==> src/rtl/seq_det_ctrl.sv <==
// seq_det_ctrl: programmable serial pattern detector with arm/stop sequencing,
// saturating match counter, auto-stop target and a sticky, acknowledged done flag.
module seq_det_ctrl #(
    parameter  int unsigned MAX_LEN = 8,
    parameter  int unsigned CNT_W   = 8,
    localparam int unsigned LEN_W   = $clog2(MAX_LEN + 1)
) (
    input  logic               clk,
    input  logic               rst,
    input  logic               cfg_we,
    input  logic [MAX_LEN-1:0] cfg_pattern,
    input  logic [LEN_W-1:0]   cfg_len,
    input  logic               cfg_overlap,
    input  logic [CNT_W-1:0]   cfg_target,
    input  logic               start,
    input  logic               stop,
    input  logic               in,
    input  logic               in_valid,
    input  logic               done_ack,
    output logic               match,
    output logic [CNT_W-1:0]   match_cnt,
    output logic               busy,
    output logic               done,
    output logic               cfg_err
);

    typedef enum logic [1:0] {
        ST_IDLE  = 2'd0,
        ST_ARMED = 2'd1,
        ST_DONE  = 2'd2
    } state_e;

    state_e             state_q,   state_d;
    logic [MAX_LEN-1:0] pattern_q, pattern_d;
    logic [LEN_W-1:0]   len_q,     len_d;
    logic               overlap_q, overlap_d;
    logic [CNT_W-1:0]   target_q,  target_d;
    // Only MAX_LEN-1 past bits are kept; the incoming bit completes the window.
    logic [MAX_LEN-2:0] hist_q,    hist_d;
    logic [LEN_W-1:0]   seen_q,    seen_d;
    logic [CNT_W-1:0]   cnt_q,     cnt_d;
    logic               match_q,   match_d;
    logic               busy_q,    busy_d;
    logic               done_q,    done_d;
    logic               cfg_err_q, cfg_err_d;

    logic [MAX_LEN-1:0] shift_hist_c;
    logic [MAX_LEN-1:0] len_mask_c;
    logic [LEN_W-1:0]   seen_inc_c;
    logic [CNT_W-1:0]   cnt_inc_c;
    logic               hit_c;
    logic [LEN_W-1:0]   start_len_c;
    logic               start_len_ok_c;

    // Window compare: shifted history against the low len bits of the pattern.
    always_comb begin
        shift_hist_c = {hist_q, in};
        seen_inc_c   = (seen_q >= LEN_W'(MAX_LEN)) ? seen_q : seen_q + LEN_W'(1);
        cnt_inc_c    = (&cnt_q) ? cnt_q : cnt_q + CNT_W'(1);
        len_mask_c   = '0;
        for (int unsigned i = 0; i < MAX_LEN; i++) begin
            len_mask_c[i] = (LEN_W'(i) < len_q);
        end
        hit_c = (seen_inc_c >= len_q) &&
                ((shift_hist_c & len_mask_c) == (pattern_q & len_mask_c));
    end

    // A config write in the same cycle as start is seen by that start.
    always_comb begin
        start_len_c    = cfg_we ? cfg_len : len_q;
        start_len_ok_c = (start_len_c != '0) && (start_len_c <= LEN_W'(MAX_LEN));
    end

    // Next-state and output decode.
    always_comb begin
        state_d   = state_q;
        pattern_d = pattern_q;
        len_d     = len_q;
        overlap_d = overlap_q;
        target_d  = target_q;
        hist_d    = hist_q;
        seen_d    = seen_q;
        cnt_d     = cnt_q;
        match_d   = 1'b0;
        cfg_err_d = 1'b0;

        case (state_q)
            ST_IDLE: begin
                if (cfg_we) begin
                    pattern_d = cfg_pattern;
                    len_d     = cfg_len;
                    overlap_d = cfg_overlap;
                    target_d  = cfg_target;
                end
                if (stop) begin
                    state_d = ST_IDLE;
                end else if (start) begin
                    if (start_len_ok_c) begin
                        state_d = ST_ARMED;
                        cnt_d   = '0;
                        hist_d  = '0;
                        seen_d  = '0;
                    end else begin
                        cfg_err_d = 1'b1;
                    end
                end
            end

            ST_ARMED: begin
                if (cfg_we) begin
                    cfg_err_d = 1'b1;
                end
                if (stop) begin
                    state_d = ST_IDLE;
                end else if (in_valid) begin
                    hist_d = shift_hist_c[MAX_LEN-2:0];
                    seen_d = seen_inc_c;
                    if (hit_c) begin
                        match_d = 1'b1;
                        cnt_d   = cnt_inc_c;
                        if (!overlap_q) begin
                            seen_d = '0;
                        end
                        if ((target_q != '0) && (cnt_inc_c == target_q)) begin
                            state_d = ST_DONE;
                        end
                    end
                end
            end

            ST_DONE: begin
                if (cfg_we) begin
                    cfg_err_d = 1'b1;
                end
                if (done_ack) begin
                    state_d = ST_IDLE;
                end
            end

            default: begin
                state_d = ST_IDLE;
            end
        endcase

        busy_d = (state_d == ST_ARMED);
        done_d = (state_d == ST_DONE);
    end

    // State, config and status registers with synchronous reset to defaults.
    always_ff @(posedge clk) begin
        if (rst) begin
            state_q   <= ST_IDLE;
            pattern_q <= MAX_LEN'(4'b1010);
            len_q     <= LEN_W'(4);
            overlap_q <= 1'b1;
            target_q  <= '0;
            hist_q    <= '0;
            seen_q    <= '0;
            cnt_q     <= '0;
            match_q   <= 1'b0;
            busy_q    <= 1'b0;
            done_q    <= 1'b0;
            cfg_err_q <= 1'b0;
        end else begin
            state_q   <= state_d;
            pattern_q <= pattern_d;
            len_q     <= len_d;
            overlap_q <= overlap_d;
            target_q  <= target_d;
            hist_q    <= hist_d;
            seen_q    <= seen_d;
            cnt_q     <= cnt_d;
            match_q   <= match_d;
            busy_q    <= busy_d;
            done_q    <= done_d;
            cfg_err_q <= cfg_err_d;
        end
    end

    assign match     = match_q;
    assign match_cnt = cnt_q;
    assign busy      = busy_q;
    assign done      = done_q;
    assign cfg_err   = cfg_err_q;

endmodule

==> config.mk <==
export PLATFORM = sky130hd
export DESIGN_NAME = seq_det_ctrl
export DESIGN_NICKNAME = d
export VERILOG_FILES = /design/src/rtl/seq_det_ctrl.sv
export SDC_FILE = /design/constraint.sdc
export NUM_CORES = 1
export LEC_CHECK = 0
export CORE_MARGIN = 1
export CORE_UTILIZATION = 43
export DETAILED_ROUTE_END_ITERATION = 7
export GPL_ROUTABILITY_DRIVEN = 0
export PLACE_DENSITY = 0.7
export SKIP_CTS_REPAIR_TIMING = 1
export SLEW_MARGIN = 5
export SYNTH_ARGS = -nofsm -noshare
export SYNTH_HDL_FRONTEND = slang
export SYNTH_SLANG_ARGS = --single-unit
==> constraint.sdc <==
create_clock -name clk -period 2.8 [get_ports clk]
set_input_delay 0.28 -clock clk [delete_from_list [all_inputs] [get_ports clk]]
set_output_delay 0.28 -clock clk [all_outputs]
set_load 0.01 [all_outputs]
---- Word-level counts from Yosys, hierarchy flattened ----
Index checks and enable logic that the tools add are counted.
word-level totals
  output and inout port bits .............. 12
  RAM bits ................................ 0
  flip-flop bits (word level) ............. 46
  word-level logic and storage cells ...... 93
  input port bits ......................... 29
  memories ................................ 0
  latch bits .............................. 0
  memory bits (read-only) ................. 0
cells by class
  add/subtract/negate cells ............... 2
  divide/modulo/power cells ............... 0
  bitwise logic cells ..................... 4
  magnitude comparators ................... 11
  mux-type cells .......................... 39
  reduce and logical (&&, ||, !) cells .... 13
  multipliers ............................. 0
  shift operators ......................... 0
  equality and inequality tests ........... 12
operators by type and width
  operator                                             number
  two-way mux 8 bit                                    7
  two-way mux 4 bit                                    9
  two-way mux 7 bit                                    5
  AND 8 bit                                            2
  equality test 8 bit                                  2
  < comparator 3 x 4 -> 1 bit, first input constant    4
  two-way mux 2 bit                                    8
  case mux 8 bit (2 select lines)                      1
  case mux 7 bit (2 select lines)                      1
  != test 2 bit, second input constant                 6
  adder 8 x 1 -> 8 bit, second input constant          1
  < comparator 1 x 4 -> 1 bit, first input constant    2
  < comparator 2 x 4 -> 1 bit, first input constant    2
  case mux 4 bit (2 select lines)                      1
  AND reduction 8 bit                                  1
  nonzero test 8 bit                                   1
  AND reduction 7 bit                                  1
  case mux 2 bit (3 select lines)                      1
  AND reduction 6 bit                                  1
  two-way mux 1 bit                                    5
  adder 4 x 1 -> 4 bit, second input constant          1
  equality test 2 x 1 -> 1 bit, second input constant  2
  equality test 2 bit, second input constant           2
  greater-or-equal comparator 4 bit                    1
  other kinds (11)                                     14

---- Logic depth before layout (Yosys ltp) ----
Gate-level depths: netlist (run 1).
  depth after elaboration ................. 10
  depth in mapped cells ................... 10
  mapped depth without buffers ............ 9

---- Worst setup path after synthesis (run 1) ----
No wires, ideal clock.
  kind .................................... register to register
  start ................................... reg seen_q[0]
  end ..................................... reg cnt_q[2], in the netlist match_cnt[2]
  clock period less this slack ............ 2.421 ns
  arrival time ............................ 2.286 ns
  buffers on the path ..................... 1
  stages on the path, launching flop included .. 11
  data required time ...................... 2.665 ns
  setup slack ............................. 0.379 ns
  library setup time ...................... 0.135 ns
  cells stage by stage .................... dfxtp_1 > inv_1 > ha_1 > mux2_2 > ha_1 > a211oi_1 > o21bai_1 > o211ai_1 > buf_2 > o311ai_0 > o41ai_1
between the ends
  cells in the longest elaborated chain, start to end .. 6
  elaborated cells between the ends (all ways) .. 7
  classes of those cells .................. add/sub (1); order compare (2); eq/ne (1); mux (1); reduce/logical (2)
ends and longest elaborated chain
  what                                                                              RTL line  source
  start: declaration                                                                40        logic [LEN_W-1:0] seen_q, seen_d;
  start signal: assignment                                                          171       seen_q <= seen_d;
  adder 4 x 1 -> 4 bit / greater-or-equal comparator 4 bit (equally long branches)  58        seen_inc_c = (seen_q >= LEN_W'(MAX_LEN)) ? seen_q : seen_q + LEN_W'(1);
  two-way mux 4 bit (*)                                                             58
  greater-or-equal comparator 4 bit (*)                                             64        hit_c = (seen_inc_c >= len_q) &&
  logical AND 1 bit (*)                                                             64
  != test 2 bit (no line) (*)                                                       -
  AND reduction 7 bit (no line) (*)                                                 -
  end signal: assignment                                                            172       cnt_q <= cnt_d;
  end: declaration                                                                  41        logic [CNT_W-1:0] cnt_q, cnt_d;
Every way passes the cells marked *; elsewhere a longest branch is shown, timed or not.
A chain may end at the register's enable or synchronous reset.

---- Final worst setup path (run 1) ----
  start ................................... reg cnt_q[0], in the netlist match_cnt[0]
  end ..................................... reg busy_q, in the netlist busy
between the ends
  cells in the longest elaborated chain, start to end .. 10
  elaborated cells between the ends (all ways) .. 11
  classes of those cells .................. add/sub (1); eq/ne (2); mux (6); reduce/logical (2)
ends and longest elaborated chain
  what                                                                RTL line  source
  adder 8 x 1 -> 8 bit / AND reduction 8 bit (equally long branches)  59        cnt_inc_c = (&cnt_q) ? cnt_q : cnt_q + CNT_W'(1);
  two-way mux 8 bit (*)                                               59
  equality test 8 bit (*)                                             124       if ((target_q != '0) && (cnt_inc_c == target_q)) begin
  logical AND 1 bit (*)                                               124
  two-way mux 2 bit (*)                                               124
  two-way mux 2 bit (*)                                               118       if (hit_c) begin
  two-way mux 2 bit (*)                                               115       end else if (in_valid) begin
  two-way mux 2 bit (*)                                               113       if (stop) begin
  case mux 2 bit (3 select lines) (*)                                 87        case (state_q)
  equality test 2 x 1 -> 1 bit (*)                                    145       busy_d = (state_d == ST_ARMED);
  end signal: assignment                                              174       busy_q <= busy_d;
  end: declaration                                                    43        logic busy_q, busy_d;
Marked as above.

==> metrics.md, run 1 <==
| Metric | Value |
|---|---|
| Post-synth EDFFs | `0` |
| Core area | `5960 µm²` |
| Largest net degree at the start of global routing | `34` |
| Final setup fails | `0` |
| Number of global-route vias before repair | `2475` |
| Clock sinks | `46` |
| TritonCTS buffer count | `5` |
| Slew Limit Fails | `0` |
| Routed via count | `2606` |
| Ys flop type | `dfxtp_1` |
| Initial core utilization | `45.0%` |
| Routed Antenna Nets | `0` |
| Worst setup path end | `busy` |
| Crit path launch | `match_cnt[0]` |
| Hold Vio Cnt, Final | `0` |
| Worst vdd ir | `299 µV` |
| Seq cells post-synth | `46` |
| Netlist cell types | `53` |
| Worst-margin pin slew | `0.735 ns` |
| Final Power | `0.00142 W` |
| Nets@finish | `417` |
| I/O Pins | `41` |
| First DRT Iteration DRCs | `155` |
| TritonCTS clock tree | `done` |
| Filler cells | `585` |
| Crit Path Class | `flip-flop to flip-flop` |
| Share of cells above drive strength 1 | `7.14%` |
| Max cap viols | `0` |
| N_diodes | `0` |
| Fin crit share | `94.9%` |
| Total gr overflow | `0` |
| R2R cell count | `7` |
| Placed Instance Area | `3150 µm²` |
| End of the worst register-to-register path | `busy` |
| Asr flop ratio synth | `0%` |
| Pwr dens | `435 nW/µm²` |
| Root Driver | `clkbuf_8` |
| Clock slew at the register clock pins of the worst setup and hold paths | `0.09 ns` |
| Final Critical Period | `2.66 ns` |
| Vert. Die Dim | `80.9 µm` |
| Placement Rows | `28` |
| R2R Setup Slk | `0.14 ns` |
| Netlist Area Pre-Place | `2680 µm²` |
| Largest stage delay, worst path | `0.51 ns` |
| Ys Warns | `0` |
| CP startpoint kind | `flip-flop` |
| Setup TNS | `0 ns` |
| Syn nets | `382` |
| Worst-Skew Late Latency | `0.31 ns` |
| Post-layout util | `54.9%` |
| CP max stage cell | `or4_1` |
| DRC | `0` |
| WP data arrival | `2.84 ns` |
| Peak fanout along the critical path | `9` |
| Buffers added on ports | `40` |
| Htree depth | `2` |
| Unrepaired setup endpoints after global routing | `no` |
| Status | `complete, no violations` |
| Chip width | `80.9 µm` |
| Routed len/inst | `14.7 µm` |
| Seq/Total Area, Yosys | `34.4%` |
| Initial antenna violation count | `0` |
| Relative slew slack | `50.9%` |
| Synthesized area per cell | `7.84 µm²` |
| Leakage Power | `1.19 nW` |
| Worst hold slack | `0.471 ns` |
| Cells after Synth | `342` |
| Crit path cell chain | `ha_2 -> nand3_1 -> nor4_1 -> o221ai_1 -> or4_1 -> nor4_2 -> a211oi_1` |
| First-pass GRT wire length | `11300 µm` |
| Final design area excluding fillers | `3270 µm²` |
| Die Area | `6550 µm²` |
| Gr usage total | `22.3%` |
| Area growth, synth to finish | `22.0%` |
| Crit path required time | `2.99 ns` |
| DR pass1 iterations | `4` |
| Worst setup EP type | `flip-flop` |
| Clk_skew | `0.00587 ns` |
| Fmax | `0.376 GHz` |
| Critical R2R Launch | `match_cnt[0]` |
| Worst hold path type | `flip-flop to flip-flop` |
| Clock buffer depth | `2` |
| DP HPWL | `4840 µm` |
| Post-Route WL | `6660 µm` |
| Vias per inst | `5.75` |
layout make-up:
| cell class | instances | area (µm²) | share of cell area [%] |
|---|---|---|---|
| Clock buffer | 5 | 68.8 | 2.10 |
| Clock inverter | 3 | 43.8 | 1.34 |
| Inverter | 15 | 56.3 | 1.72 |
| Multi-Input combinational cell | 262 | 1630 | 49.9 |
| Sequential cell | 46 | 922 | 28.2 |
| Tap cell | 75 | 93.8 | 2.87 |
| Timing Repair Buffer | 47 | 453 | 13.9 |
how the worst min path moves through the flow:
stage / start / end / slack, ns / depth (start not counted)
6_report: pattern_q[7] / pattern_q[7] / 0.47 / 2
5_1_grt: pattern_q[7] / pattern_q[7] / 0.49 / 2
4_1_cts: pattern_q[7] / pattern_q[7] / 0.47 / 2
3_5_place_dp: pattern_q[7] / pattern_q[7] / 0.46 / 2
3_3_place_gp: hist_q[6] / hist_q[6] / 0.45 / 2
2_1_floorplan: stop / match / 0.36 / 1
flip-flops by register name, summed over array words and instances, names as in the netlist:
signal     cells
busy           1
cfg_err        1
done           1
hist_q         7
len_q          4
match          1
match_cnt      8
overlap_q      1
pattern_q      8
seen_q         4
state_q        2
target_q       8
power by group:
| part | switching, W | total, W | internal [W] |
|---|---|---|---|
| Combinational | 0.000111 | 0.000208 | 0.0000967 |
| Sequential | 0.0000237 | 0.000700 | 0.000676 |
| Clock | 0.000245 | 0.000513 | 0.000268 |
cell families (layout without fill, tap and decap cells):
kind of cell	Yosys count	count (layout)	share of synthesized area (%)
AOI/OAI and AO/OA	89	89	22.3
xor gates and xnor gates	17	17	5.56
adders and majority gates	11	11	5.14
buffers and inverters	34	70	5.09
DFF	46	46	34.4
muxes	4	4	1.54
and+or+nand+nor	141	141	26.1
stage by stage:
step,cells,setup WS (ns)
after CTS,453,0.0653
after detailed placement,445,0.0608
after global routing,453,0.0348
final,453,0.143
after global placement,445,0.136
after floorplan,342,0.379
critical path: cells and delay by family, from the launching register on:
kind,cells,cell delay (ns)
AOI/OAI and AO/OA,2,0.26
and+or+nand+nor,4,1.46
adders and majority gates,1,0.33
DFF,1,0.48
synth_stat cells, types with 2 or more instances:
library cell	count	area (µm²)
nand2_1	64	240
a21oi_1	36	180
o31a_1	2	17.5
o211a_1	3	30.0
o41ai_1	4	35.0
o2111ai_1	3	26.3
nand3_1	17	85.1
nor2_1	12	45.0
o31ai_1	2	15.0
dfxtp_1	46	921
o21ai_0	9	45.0
inv_1	15	56.3
nor3_1	7	35.0
o211ai_1	3	22.5
or2_2	2	12.5
nor4b_1	2	17.5
xnor2_1	13	114
a211oi_1	5	37.5
clkbuf_1	11	41.3
buf_2	6	30.0
and2_1	4	25.0
a31oi_1	3	18.8
nand2b_1	7	43.8
or3_1	5	31.3
o21bai_1	3	22.5
ha_1	11	138
nand3b_1	5	37.5
xor2_1	4	35.0
nand4_1	3	18.8
nor4_1	6	37.5
a311oi_1	2	17.5
a21o_1	3	22.5
mux2i_1	3	30.0
o311ai_0	2	17.5
cell usage in the layout (no fill, tap or decap), drive strengths merged, types with 7 or more instances in the layout:
| master | Yosys | final |
|---|---|---|
| a21oi | 36 | 36 |
| buf | 7 | 7 |
| clkdlybuf4s50 | 0 | 40 |
| dfxtp | 46 | 46 |
| ha | 11 | 11 |
| inv | 15 | 16 |
| nand2 | 64 | 64 |
| nand2b | 7 | 7 |
| nand3 | 17 | 17 |
| nor2 | 12 | 12 |
| nor3 | 7 | 7 |
| o21ai | 9 | 9 |
| xnor2 | 13 | 13 |
per-layer routing:
| metal | share of wire [%] | global-route usage, % | routed length (µm) |
|---|---|---|---|
| met1 | 45 | 28.2 | 2980 |
| met2 | 48 | 36.6 | 3200 |
| met4 | 2.6 | 10.7 | 170 |
| met3 | 4.7 | 3.93 | 314 |
| met5 | 0 | 0 | 0 |
(Power assumes the default switching activity.)
==> run 2: changes to the inputs <==
--- a/config.mk
+++ b/config.mk
@@ -5,6 +5,7 @@
 export SDC_FILE = /design/constraint.sdc
 export NUM_CORES = 1
 export LEC_CHECK = 0
+export CAP_MARGIN = 10
 export CORE_MARGIN = 1
 export CORE_UTILIZATION = 43
 export DETAILED_ROUTE_END_ITERATION = 7
==> results of run 2 <==
No change in the layout: final DEF, timing and power equal those of run 1.
